`config.mk`:
```
export PLATFORM = sky130hd
export DESIGN_NAME = result_bcd_converter_flat
export DESIGN_NICKNAME = d
export VERILOG_FILES = /design/src/rtl/result_bcd_converter_if.sv /design/src/rtl/result_bcd_converter.sv /design/src/flat_wrapper.sv
export SDC_FILE = /design/constraint.sdc
export NUM_CORES = 1
export LEC_CHECK = 0
export ABC_CLOCK_PERIOD_IN_PS = 1660
export CAP_MARGIN = 20
export CORE_UTILIZATION = 27
export CTS_CLUSTER_DIAMETER = 60
export CTS_CLUSTER_SIZE = 8
export DETAILED_ROUTE_END_ITERATION = 12
export PLACE_DENSITY = 0.54
export SLEW_MARGIN = 30
export SYNTH_ARGS = -nofsm -noshare
export SYNTH_HDL_FRONTEND = slang
export SYNTH_SLANG_ARGS = --single-unit
```
`constraint.sdc`:
```
create_clock -name clk -period 1.66 [get_ports clk]
set_input_delay 0.332 -clock clk [delete_from_list [all_inputs] [get_ports clk]]
set_output_delay 0.332 -clock clk [all_outputs]
set_load 0.05 [all_outputs]
```
`src/rtl/result_bcd_converter_if.sv`:
```
// rtl/result_bcd_converter_if.sv - request/result bundle between the arithmetic units, BCD converter and display driver
interface result_bcd_converter_if #(
  parameter int MAG_W  = 17,
  parameter int DIGITS = 6
);

  logic                  start;
  logic [MAG_W:0]        result;
  logic                  busy;
  logic                  done;
  logic                  sign;
  logic [4*DIGITS-1:0]   bcd;
  logic [DIGITS-1:0]     blank;

  // Producer side: issues conversions and observes the display-ready results
  modport master (
    output start,
    output result,
    input  busy,
    input  done,
    input  sign,
    input  bcd,
    input  blank
  );

  // Converter side
  modport slave (
    input  start,
    input  result,
    output busy,
    output done,
    output sign,
    output bcd,
    output blank
  );

endinterface

```
`src/rtl/result_bcd_converter.sv`:
```
// rtl/result_bcd_converter.sv - sequential double-dabble binary-to-BCD converter; optional blanking via RESULT_BCD_LEADING_ZERO_BLANK_EN
module result_bcd_converter #(
  parameter int MAG_W  = 17,
  parameter int DIGITS = 6
) (
  input  logic                  clk,
  input  logic                  rst_n,
  result_bcd_converter_if.slave bus
);

  localparam int CNT_W = $clog2(MAG_W + 1);
  localparam int BCD_W = 4 * DIGITS;

  typedef enum logic [1:0] {
    S_IDLE  = 2'd0,
    S_SHIFT = 2'd1,
    S_DONE  = 2'd2
  } state_t;

  state_t             state_q, state_d;
  logic [MAG_W-1:0]   shift_q, shift_d;
  logic [BCD_W-1:0]   acc_q, acc_d;
  logic [CNT_W-1:0]   cnt_q, cnt_d;
  logic               sign_lat_q, sign_lat_d;
  logic [BCD_W-1:0]   bcd_q, bcd_d;
  logic               sign_q, sign_d;
  logic [DIGITS-1:0]  blank_q, blank_d;
  logic               done_q, done_d;

  logic [BCD_W-1:0]   acc_adj;
  logic [DIGITS-1:0]  blank_calc;
  logic [MAG_W-1:0]   mag_in;

  assign mag_in = bus.result[MAG_W-1:0];

  // Add-3 correction: every nibble >= 5 gets +3 independently, no inter-nibble carry
  always_comb begin
    acc_adj = '0;
    for (int i = 0; i < DIGITS; i++) begin
      if (acc_q[4*i +: 4] >= 4'd5) begin
        acc_adj[4*i +: 4] = acc_q[4*i +: 4] + 4'd3;
      end else begin
        acc_adj[4*i +: 4] = acc_q[4*i +: 4];
      end
    end
  end

`ifdef RESULT_BCD_LEADING_ZERO_BLANK_EN
  // Leading-zero mask from the top digit down; units digit is never blanked so zero shows "0"
  always_comb begin
    logic lead;
    blank_calc = '0;
    lead       = 1'b1;
    for (int i = DIGITS - 1; i >= 1; i--) begin
      lead          = lead && (acc_q[4*i +: 4] == 4'd0);
      blank_calc[i] = lead;
    end
  end
`else
  // Blanking disabled: mask stays all zeros
  always_comb begin
    blank_calc = '0;
  end
`endif

  // Next-state and datapath: IDLE latches, SHIFT runs one bit per cycle, DONE publishes
  always_comb begin
    state_d    = state_q;
    shift_d    = shift_q;
    acc_d      = acc_q;
    cnt_d      = cnt_q;
    sign_lat_d = sign_lat_q;
    bcd_d      = bcd_q;
    sign_d     = sign_q;
    blank_d    = blank_q;
    done_d     = 1'b0;

    case (state_q)
      S_IDLE: begin
        if (bus.start) begin
          shift_d    = mag_in;
          // Negative zero is shown as plain zero
          sign_lat_d = bus.result[MAG_W] & (|mag_in);
          acc_d      = '0;
          cnt_d      = CNT_W'(MAG_W);
          state_d    = S_SHIFT;
        end
      end

      S_SHIFT: begin
        acc_d   = {acc_adj[BCD_W-2:0], shift_q[MAG_W-1]};
        shift_d = shift_q << 1;
        cnt_d   = cnt_q - CNT_W'(1);
        if (cnt_q == CNT_W'(1)) begin
          state_d = S_DONE;
        end
      end

      S_DONE: begin
        bcd_d   = acc_q;
        sign_d  = sign_lat_q;
        blank_d = blank_calc;
        done_d  = 1'b1;
        state_d = S_IDLE;
      end

      default: begin
        state_d = S_IDLE;
      end
    endcase
  end

  // State and datapath registers; reset aborts any conversion without a done pulse
  always_ff @(posedge clk or negedge rst_n) begin
    if (!rst_n) begin
      state_q    <= S_IDLE;
      shift_q    <= '0;
      acc_q      <= '0;
      cnt_q      <= '0;
      sign_lat_q <= 1'b0;
      bcd_q      <= '0;
      sign_q     <= 1'b0;
      blank_q    <= '0;
      done_q     <= 1'b0;
    end else begin
      state_q    <= state_d;
      shift_q    <= shift_d;
      acc_q      <= acc_d;
      cnt_q      <= cnt_d;
      sign_lat_q <= sign_lat_d;
      bcd_q      <= bcd_d;
      sign_q     <= sign_d;
      blank_q    <= blank_d;
      done_q     <= done_d;
    end
  end

  assign bus.busy  = (state_q != S_IDLE);
  assign bus.done  = done_q;
  assign bus.sign  = sign_q;
  assign bus.bcd   = bcd_q;
  assign bus.blank = blank_q;

endmodule
```
`src/flat_wrapper.sv`:
```
// flat-port wrapper written by rule: the top's interface ports become plain ports
module result_bcd_converter_flat 
#(
  parameter int MAG_W  = 17,
  parameter int DIGITS = 6
)
  (clk, rst_n, bus_start, bus_result, bus_busy, bus_done, bus_sign, bus_bcd, bus_blank);
  result_bcd_converter_if #(.MAG_W(MAG_W), .DIGITS(DIGITS)) bus_i ();
  input  logic clk;
  input  logic rst_n;
  input wire logic [$bits(bus_i.start)-1:0] bus_start;
  input wire logic [$bits(bus_i.result)-1:0] bus_result;
  output wire logic [$bits(bus_i.busy)-1:0] bus_busy;
  output wire logic [$bits(bus_i.done)-1:0] bus_done;
  output wire logic [$bits(bus_i.sign)-1:0] bus_sign;
  output wire logic [$bits(bus_i.bcd)-1:0] bus_bcd;
  output wire logic [$bits(bus_i.blank)-1:0] bus_blank;
  assign bus_i.start = bus_start;
  assign bus_i.result = bus_result;
  assign bus_busy = bus_i.busy;
  assign bus_done = bus_i.done;
  assign bus_sign = bus_i.sign;
  assign bus_bcd = bus_i.bcd;
  assign bus_blank = bus_i.blank;
  result_bcd_converter #(.MAG_W(MAG_W), .DIGITS(DIGITS)) u_core (.clk(clk), .rst_n(rst_n), .bus(bus_i));
endmodule
```
==> results of run 1 <==
## flip-flops by register name, indices dropped and copies added (netlist names)
signal,cells
u_core.acc_q,24
u_core.cnt_q,5
u_core.state_q,2
u_core.bus.sign,1
u_core.bus.bcd,24
u_core.sign_lat_q,1
u_core.shift_q,17
u_core.bus.done,1
## metrics by stage
stage,cell area [um^2],hold slack (ns),utilization [%],instances
floorplan,3470,0.0364,-,323
global placement,4160,0.306,34.0,537
detailed placement,4160,0.309,34.0,537
CTS,4510,0.481,36.9,554
global route,4530,0.497,37.1,554
finish,4530,0.474,37.1,554
## worst reg2reg max path, stage by stage, from the launching register on
cell and delay (ns):
dfrtp_1 0.41, or3b_1 0.50, buf_4 0.25, nor3_1 0.20, nor3_1 0.08
## final timing paths
kind / endpoint / slack, ns
worst max-delay path: u_core.sign_lat_q / 0.09
worst min-delay path: u_core.acc_q[0] / 0.47
worst max register to register: u_core.sign_lat_q / 0.11
worst min register to register: u_core.acc_q[0] / 0.47
max in group asynchronous: u_core.acc_q[19] / 0.61
min in group asynchronous: u_core.acc_q[7] / 0.49
## cells by family after synthesis
kind of cell             count (synthesis)  synth area share (%)
AND/OR/NAND/NOR                         87                  12.0
flip-flops                              75                  54.4
AO/OA/AOI/OAI                           73                  13.8
buffers and inverters                   37                  5.40
multiplexers                            19                  6.13
adder cells (fa/ha/maj)                 14                  5.08
XOR/XNOR                                12                  3.05
other                                    1                 0.109
## routing by layer
layer  share of wire, %  GRT usage, %  up-vias  wire, um
li1                   -             -     1239         -
met1                 47          15.5     1229      3420
met2                 47          19.5       64      3390
met3                4.2          2.90       11       302
met4                1.4          4.94        0       101
met5                  0             0        -         0
## timing repair
item                                    in CTS  in global routing
endpoints found under the setup margin       0                  5
hold buffers                                 1                  0
setup buffers                                0                  0
resized for setup                            0                 10
hold endpoints to repair                    31                  0
## final cells by class
cell class	count	area share, %
clock buffers	10	5.05
clock inverters	6	2.48
well taps	168	4.64
repair buffers	69	13.6
inverters	15	1.24
multi-input cells	211	31.6
flip-flops and latches	75	41.4
## placed cells by master (no fill, tap or decap), types with 6 or more instances in the layout
cell type and instances:
dfrtp_1 75, buf_4 45, nand2_1 35, o21ai_0 25
nor2_1 21, clkdlybuf4s50_1 19, mux2_2 17, o22ai_1 14
inv_1 13, ha_1 10, clkbuf_16 9, nand2b_1 8
o31ai_1 8, xnor2_1 7, a22oi_1 7, a32o_1 6
conb_1 6
## power by group through the flow
| stage | Sequential [uW] | Combinational (uW) | Clock [uW] |
|---|---|---|---|
| after floorplan | 4190 | 2540 | 0 |
| after global placement | 3280 | 4930 | 0 |
| after detailed placement | 3310 | 5030 | 0 |
| after CTS | 3280 | 5050 | 2300 |
| after global routing | 3410 | 5520 | 2360 |
| final | 3280 | 5020 | 2220 |
==> results.sh, run 1 <==
export IMPL_outcome="finished, final reports clean"
export IMPL_cp_required_ns=1.87
export IMPL_critical_path_arrival_ns=1.78
export IMPL_min_from="u_core.shift_q[16]"
export IMPL_max_freq_mhz=638
export IMPL_yosysMostFrequentCell="dfrtp_1"
export IMPL_p_leak_uw=0.00203
export IMPL_wl_per_cell_um=13.0
export IMPL_grt_pass1_wl_um=12400
export IMPL_internal_power_uw=6230
export IMPL_synth_distinct_cells=36
export IMPL_slew_violations=0
export IMPL_tns_ns=0
export IMPL_hold_path_class="reg -> reg"
export IMPL_critPathMaxStageDelay_ns=0.46
export IMPL_pwr_share_comb_pct=47.7
export IMPL_synth_ff_type="dfrtp_1"
export IMPL_setup_viol=0
export IMPL_ys_async_sr_fraction_pct=100
export IMPL_fp_dieArea_mm2=0.0132
export IMPL_cpMostUsedCell="nor3_1"
export IMPL_startpoint_type="input pin"
export IMPL_crit_type="in -> reg"
export IMPL_p_seq_share_pct=31.2
export IMPL_drc=0
export IMPL_insertion_delay_ns=0.33
export IMPL_start_util_pct=28.3
export IMPL_path_cells="clkdlybuf4s50_1, or3b_1, buf_4, nor3_1, nor3_1"
export IMPL_clockBufferDepth=2
export IMPL_ys_warn_count=0
export IMPL_synth_top_area_cell="dfrtp_1"
export IMPL_cts_root_buf="clkbuf_16"
export IMPL_gp_congestion=0.765
export IMPL_grt_max_degree=39
export IMPL_track_usage_pct=12.1
export IMPL_fin_nets=416
export IMPL_pre_cts_ws_ns=-0.245
export IMPL_worstRegToRegCells=4
export IMPL_ant_nets=0
export IMPL_hold_path_depth=2
export IMPL_cp_num_cells=5
export IMPL_clkTransAtPathRegs_ns=0.06
export IMPL_sw_frac_of_total_pct=40.8
export IMPL_die_h_um=115
export IMPL_syn_to_final_growth_pct=31.4
export IMPL_die_w_um=115
export IMPL_final_setup_skew_ns=0.00514
export IMPL_synth_edf_count=0
export IMPL_finalWorstSetupSlack_ns=0.0926
export IMPL_cp_end_kind="flop"
export IMPL_drt_initial_drc_count=69
export IMPL_regArea_mm2=0.00188
export IMPL_syn_area_mm2=0.00345
export IMPL_row_count=40
export IMPL_crit_family="simple AND/OR/NAND/NOR gates"
export IMPL_pin_count=54
export IMPL_multi_input_area_mm2=0.00143
export IMPL_crit_path_max_fanout=18
export IMPL_overflow=0
export IMPL_cts_inserted_buffers=9
export IMPL_antenna_found_initial=0
export IMPL_critPathLaunch="bus_start"
export IMPL_synth_common_cells="dfrtp_1 (75), nand2_1 (35), o21ai_0 (25)"
export IMPL_fill_cells=1241
export IMPL_grt_pass1_vias=2570
export IMPL_ys_seq_elements=75
export IMPL_vias=2543
export IMPL_cts_tree="built"
export IMPL_slowest_stage="clkdlybuf4s50_1"
export IMPL_syn_instance_count=318
export IMPL_synth_area_leaders="dfrtp_1 (54%), mux2_2 (5.5%), ha_1 (5.1%), nand2_1 (3.8%), o21ai_0 (3.6%)"
export IMPL_pwr_density_cell_mw_per_mm2=2320
export IMPL_core_area_mm2=0.0122
export IMPL_cts_htree_levels=3
export IMPL_cap_violations=0
export IMPL_rsz0062_at_grt="false"
export IMPL_routed_wl_um=7220
export IMPL_synth_top_area_share_pct=54.4
export IMPL_dr_pass1_iters=4
export IMPL_clock_sinks=75
export IMPL_drive_gt1_share_pct=24.1
export IMPL_reg2reg_from="u_core.state_q[0]"
export IMPL_period_share_pct=94.4
export IMPL_finalCriticalPeriod_ns=1.57
export IMPL_antenna_cells=0
export IMPL_finalPower_uw=10500
export IMPL_path_buf_inv=2
export IMPL_io_buffers=47
export IMPL_vias_per_cell=4.59
export IMPL_hold_viol_final=0
export IMPL_dp_hpwl_um=4970
export IMPL_p_clk_share_pct=21.1
export IMPL_ys_seq_area_share_pct=54.4
export IMPL_p_sw_uw=4290
export IMPL_peakVddDrop_mv=0.644
export IMPL_synth_avg_cell_area_um2=10.9
(Power assumes the default switching activity.)
==> run 2: changes to the inputs <==
CTS_CLUSTER_DIAMETER = unset   (was 60)
GPL_ROUTABILITY_DRIVEN = 0   (was unset)
==> results of run 2 <==
Final layout, timing and power as in run 1 (identical DEF).
==> variant 1 (settings of run 1) <==
The option `RESULT_BCD_LEADING_ZERO_BLANK_EN` is turned on by a define.
--- a/src/rtl/result_bcd_converter.sv
+++ b/src/rtl/result_bcd_converter.sv
@@ -1,4 +1,6 @@
 // rtl/result_bcd_converter.sv - sequential double-dabble binary-to-BCD converter; optional blanking via RESULT_BCD_LEADING_ZERO_BLANK_EN
+`define RESULT_BCD_LEADING_ZERO_BLANK_EN
+
 module result_bcd_converter #(
   parameter int MAG_W  = 17,
   parameter int DIGITS = 6
Behaviour: same outputs for any inputs over 10 cycles, from zero or initial values and one cycle with rst_n low; that may be too few to reach the edited logic, so the function may still have changed.
==> variant 1 against run 1 <==
Clock skew barely moved. Synthesized area rose by 6.6%. Largest cell class unchanged. Wire length rose by 12%. Worst setup slack got worse by 0.031 ns. Sequential cell count rose by 5. Final area rose by 7.0%. Worst hold slack got worse by 0.47 ns. Total power fell by 2.7%.
==> variant 1: results (changes against run 1) <==
The met1 track demand over resource is 15.0% (was 15.5%). The arrival time of the worst setup path was 1.27 ns (was 1.78 ns); the met3 layer usage reported by global route was 3.43% (was 2.90%). The synthesized-area fraction occupied by ao, oa, aoi and oai cells was 15.1% (was 13.8%). The sequential cell area fraction in the yosys report is 54.4% (about the same), and the wire length per cell after detailed routing is 13.4 um (was 13.0 um). The tools report the total iterations of the first detailed-routing run as 6 (was 4).

The switching part of the total works out to 40.5% (was 40.8%). Top cells by instance count after synthesis: 80 x dfrtp_1, 58 x nand2_1, 24 x o21ai_0, 18 x ha_1, 16 x a22oi_1 (was 75 x dfrtp_1, 35 x nand2_1, 25 x o21ai_0, 21 x nor2_1, 17 x mux2_2). Met2 routing resource usage after global routing: 20.9% (was 19.5%). The largest fanout of any net on the critical path was 6 (was 18). The leakage power is 2.30 nW (was 2.03 nW), and the layout cell share with drive strength beyond 1 is 24.2% (was 24.1%). The half-perimeter wire length of the detailed placement result is 5680 um (was 4970 um).

The top cell family by delay on the critical path is flip-flops (was simple AND/OR/NAND/NOR gates). The longest individual stage delay on the worst path is 0.43 ns (was 0.46 ns), and the placed standard-cell area is 4520 um2 (was 4160 um2). The tools report the pin count of the biggest net entering global routing as 81 (was 39). Cells taking the most area after synthesis: dfrtp_1 54%, ha_1 6.1%, nand2_1 5.9%, mux2_2 4.0%, o21ai_0 3.3% (was dfrtp_1 54%, mux2_2 5.5%, ha_1 5.1%, nand2_1 3.8%, o21ai_0 3.6%). The cell at the slowest stage of the critical path was dfrtp_1 (was clkdlybuf4s50_1).

The multiplexer share of the synthesized area is 5.89% (was 6.13%), and the post-synthesis share of cell area spent on full adders, half adders and majority gates is 6.12% (was 5.08%). The wire length of the first global-routing pass is 13900 um (was 12400 um). The routability-driven placement congestion ratio was 0.763 (was 0.765). The tools report the largest vdd supply drop as 606 uV (was 644 uV).

The number of buffers inserted by port buffering is 52 (was 47). Number of global-route vias before repair: 2851 (was 2570). The DRC marker count from the first detailed-route iteration was 99 (was 69). For the number of distinct library cells after synthesis, the log shows 39 (was 36). The final clock skew was 0.00532 ns (was 0.00514 ns); the number of inserted filler cells in the final layout was 1364 (was 1241). The type of the most critical hold path was in -> async (was reg -> reg).

The xor-xnor portion of the synthesized cell area is 1.67% (was 3.05%). The run finished with clean final reports.
## variant 1: path summary, 6_finish.rpt
path,to,depth (start not counted),from,slack [ns]
worst max register to register,u_core.bus.blank[1],5,u_core.acc_q[16],0.13
worst min register to register,u_core.bus.blank[3],2,u_core.bus.blank[3],0.47
min in group clk,u_core.bus.blank[3],2,u_core.bus.blank[3],0.47
worst min-delay path,u_core.bus.blank[5],2,rst_n,0.0002
max in group asynchronous,u_core.bus.bcd[15],2,rst_n,1.28
worst max-delay path,bus_busy,2,u_core.state_q[0],0.06
## variant 1: cell families (layout without fill, tap and decap cells)
family	after synthesis	in the layout
AND/OR/NAND/NOR	98	98
XOR/XNOR	7	7
multiplexers	20	20
adder cells (fa/ha/maj)	18	18
flip-flops	80	80
other	1	1
AO/OA/AOI/OAI	84	84
buffers and inverters	33	117
## variant 1: final cells by class
| type | instances | share of cell area (%) |
|---|---|---|
| flip-flops and latches | 80 | 41.2 |
| multi-input cells | 228 | 32.0 |
| repair buffers | 86 | 14.5 |
| clock buffers | 13 | 5.16 |
| well taps | 176 | 4.54 |
| clock inverters | 3 | 1.34 |
| inverters | 15 | 1.16 |
## variant 1: timing repair
action                     CTS  global route
gates cloned                 0             0
setup buffers                0             0
gates resized for setup      1             6
setup endpoints to repair    1             7
## variant 1: per-stage QoR
step / instances / utilization (%) / hold slack, ns
finish: 601 / 36.6 / 0.000164
global route: 601 / 36.6 / 0.0648
CTS: 601 / 36.5 / 0.0334
detailed placement: 585 / 34.1 / 0.404
global placement: 585 / 34.1 / 0.401
floorplan: 341 / - / 0.0364
## variant 1: power by group through the flow
| stage | registers [W] | logic (W) | clock network [W] |
|---|---|---|---|
| floorplan | 0.00411 | 0.00244 | 0 |
| global placement | 0.00332 | 0.00473 | 0 |
| detailed placement | 0.00334 | 0.00483 | 0 |
| CTS | 0.00331 | 0.00486 | 0.00219 |
| global route | 0.00343 | 0.00533 | 0.00224 |
| finish | 0.00331 | 0.00483 | 0.00211 |
## variant 1: worst register-to-register path, stage by stage (launching register included)
cell,delay (ns)
dfrtp_1,0.39
inv_1,0.14
ha_1,0.17
nand4_1,0.15
or3_4,0.45
o21ai_1,0.16
## variant 1: layer usage
| metal | vias up | part of all wire, % |
|---|---|---|
| met5 | - | 0 |
| li1 | 1370 | - |
| met4 | 0 | 1.9 |
| met1 | 1348 | 45 |
| met2 | 49 | 49 |
| met3 | 14 | 4.1 |
==> variant 2 (settings of run 1) <==
Without the edit above. Take the reset off `shift_q` and load it in a clocked block of its own.
--- a/src/rtl/result_bcd_converter.sv
+++ b/src/rtl/result_bcd_converter.sv
@@ -114,7 +114,6 @@
   always_ff @(posedge clk or negedge rst_n) begin
     if (!rst_n) begin
       state_q    <= S_IDLE;
-      shift_q    <= '0;
       acc_q      <= '0;
       cnt_q      <= '0;
       sign_lat_q <= 1'b0;
@@ -124,7 +123,6 @@
       done_q     <= 1'b0;
     end else begin
       state_q    <= state_d;
-      shift_q    <= shift_d;
       acc_q      <= acc_d;
       cnt_q      <= cnt_d;
       sign_lat_q <= sign_lat_d;
@@ -135,6 +133,10 @@
     end
   end
 
+  always_ff @(posedge clk) begin
+    shift_q <= shift_d;
+  end
+
   assign bus.busy  = (state_q != S_IDLE);
   assign bus.done  = done_q;
   assign bus.sign  = sign_q;
Function: no difference found for any inputs over 10 cycles, from zero or initial values and one cycle with rst_n low; that may be too few to reach the edited logic, so the function may still have changed.
==> variant 2 against run 1 <==
Core utilization down 0.28 points. Sequential cell count did not move. Combinational power fell by 17%. Total power shrank 8.6%. Worst setup slack improved by 0.018 ns. Wire length up 2.7%. Count of clock-buffer cells in the layout increased by 1. Synthesized area is 0.11% higher. Final area fell by 0.36%. Critical path type is now reg -> out. Critical endpoint is now bus_busy.
==> variant 2: results (changes against run 1) <==
The arrival time of the worst setup path came out at 1.22 ns (was 1.78 ns). Cells taking the most area after synthesis: dfrtp_1 42%, edfxtp_1 15%, nand2_1 7.8%, ha_1 5.1%, o21ai_0 3.0% (was dfrtp_1 54%, mux2_2 5.5%, ha_1 5.1%, nand2_1 3.8%, o21ai_0 3.6%). Cell at the slowest stage of the critical path: dfrtp_1 (was clkdlybuf4s50_1). For the wire length of the first global-routing pass, the log shows 12100 um (was 12400 um). The tools report the placed standard-cell area as 4180 um2 (was 4160 um2). The largest vdd supply drop is 534 uV (was 644 uV). The tools report the end of the worst register-to-register path as u_core.acc_q[9] (was u_core.sign_lat_q). The count of flip-flops with a built-in enable after synthesis works out to 17 (was 0). The largest fanout of any net on the critical path came out at 5 (was 18).

The final net count is 419 (was 416), and the worst reg-to-reg path cell count is 6 (was 4). The all-layer global routing usage is 12.0% (was 12.1%). Top cells by instance count after synthesis: 72 x nand2_1, 58 x dfrtp_1, 21 x o21ai_0, 17 x edfxtp_1, 16 x inv_1 (was 75 x dfrtp_1, 35 x nand2_1, 25 x o21ai_0, 21 x nor2_1, 17 x mux2_2). The via density per instance is 4.51 (was 4.59), and the layout cell share with drive strength beyond 1 is 20.8% (was 24.1%).

The run finished with clean final reports. For the pin count of the biggest net entering global routing, the log shows 27 (was 39). The startpoint of the most critical register-to-register path is u_core.acc_q[9] (was u_core.state_q[0]). The tools report the DRC marker count from the first detailed-route iteration as 119 (was 69).

Buffer levels on the longest clock path: 2 (unchanged). The number of global-route vias before repair is 2469 (was 2570), and the half-perimeter wire length of the detailed placement result is 5260 um (was 4970 um). The worst min-delay path startpoint was u_core.shift_q[16] (unchanged). The fraction of synthesis flops using an asynchronous set or reset pin came out at 77.3% (was 100%). The wire length per cell after detailed routing came out at 13.3 um (was 13.0 um). The leakage power was 2.05 nW (was 2.03 nW). The routability-driven placement congestion ratio was 0.730 (was 0.765). The sequential cell area fraction in the yosys report is 56.8% (was 54.4%), and the number of distinct library cells after synthesis is 38 (was 36).

Launching element of the worst setup path: u_core.state_q[1] (was bus_start). The number of inserted filler cells in the final layout is 1199 (was 1241). The tools report the root cell of the clock tree as clkbuf_16 (unchanged).

The number of buffers inserted by port buffering came out at 47 (unchanged). The tools report the final clock skew as 0.00573 ns (was 0.00514 ns). The longest individual stage delay on the worst path works out to 0.42 ns (was 0.46 ns).
==> variant 2: worst max path at each step <==
stage,endpoint,slack [ns],cells after the start
2_1_floorplan,u_core.shift_q[0],0.25,4
3_3_place_gp,u_core.shift_q[5],-0.13,5
3_5_place_dp,u_core.shift_q[2],-0.12,5
4_1_cts,bus_busy,0.09,3
5_1_grt,u_core.acc_q[9],0.0004,6
6_report,bus_busy,0.11,3
==> variant 2: timing repair <==
item	4_1_cts	5_1_grt
endpoints found under the hold margin	15	0
hold buffers	1	0
setup buffers	0	0
resized for setup	0	2
setup endpoints to repair	0	2
==> variant 2: layer usage <==
metal | routed length, um | vias to the layer above | GRT usage, %
li1 | - | 1234 | -
met1 | 3600 | 1222 | 15.6
met2 | 3400 | 45 | 18.7
met3 | 216 | 12 | 2.00
met4 | 191 | 0 | 7.19
met5 | 0 | - | 0
==> variant 2: critical path: cells and delay by family (launching register included) <==
family,cells,cell delay [ns]
simple gates,1,0.21
buf+inv,2,0.26
flops,1,0.42
==> variant 2: power breakdown <==
group	internal (W)	switching (W)
Clock	0.00135	0.000744
Combinational	0.00155	0.00263
Sequential	0.00280	0.000526
Total	0.00571	0.00390
==> variant 2: cells by family after synthesis <==
kind of cell / Yosys count / synth area share, %
compound gates: 60 / 11.4
xor+xnor: 10 / 2.54
fa+ha+maj: 14 / 5.07
buf+inv: 37 / 5.54
flops: 75 / 56.8
mux: 15 / 4.82
other cells: 1 / 0.109
simple gates: 105 / 13.7
==> variant 2: metrics by stage <==
step | setup TNS, ns | hold WS, ns | std cells | power [W] | setup WS, ns
after floorplan | 0 | 0.0364 | 322 | 0.00619 | 0.247
after global placement | -2.75 | 0.329 | 540 | 0.00747 | -0.132
after detailed placement | -2.59 | 0.346 | 540 | 0.00756 | -0.123
after CTS | 0 | 0.455 | 557 | 0.00969 | 0.0870
after global routing | 0 | 0.489 | 557 | 0.0102 | 0.000401
final | 0 | 0.458 | 557 | 0.00962 | 0.110
==> variant 2: cell type report <==
class | instances | area, um2 | share of cell area [%]
well taps | 168 | 210 | 4.65
flip-flops and latches | 75 | 1960 | 43.4
inverters | 17 | 66.3 | 1.47
clock buffers | 11 | 243 | 5.37
clock inverters | 5 | 76.3 | 1.69
repair buffers | 71 | 631 | 14.0
multi-input cells | 210 | 1330 | 29.4
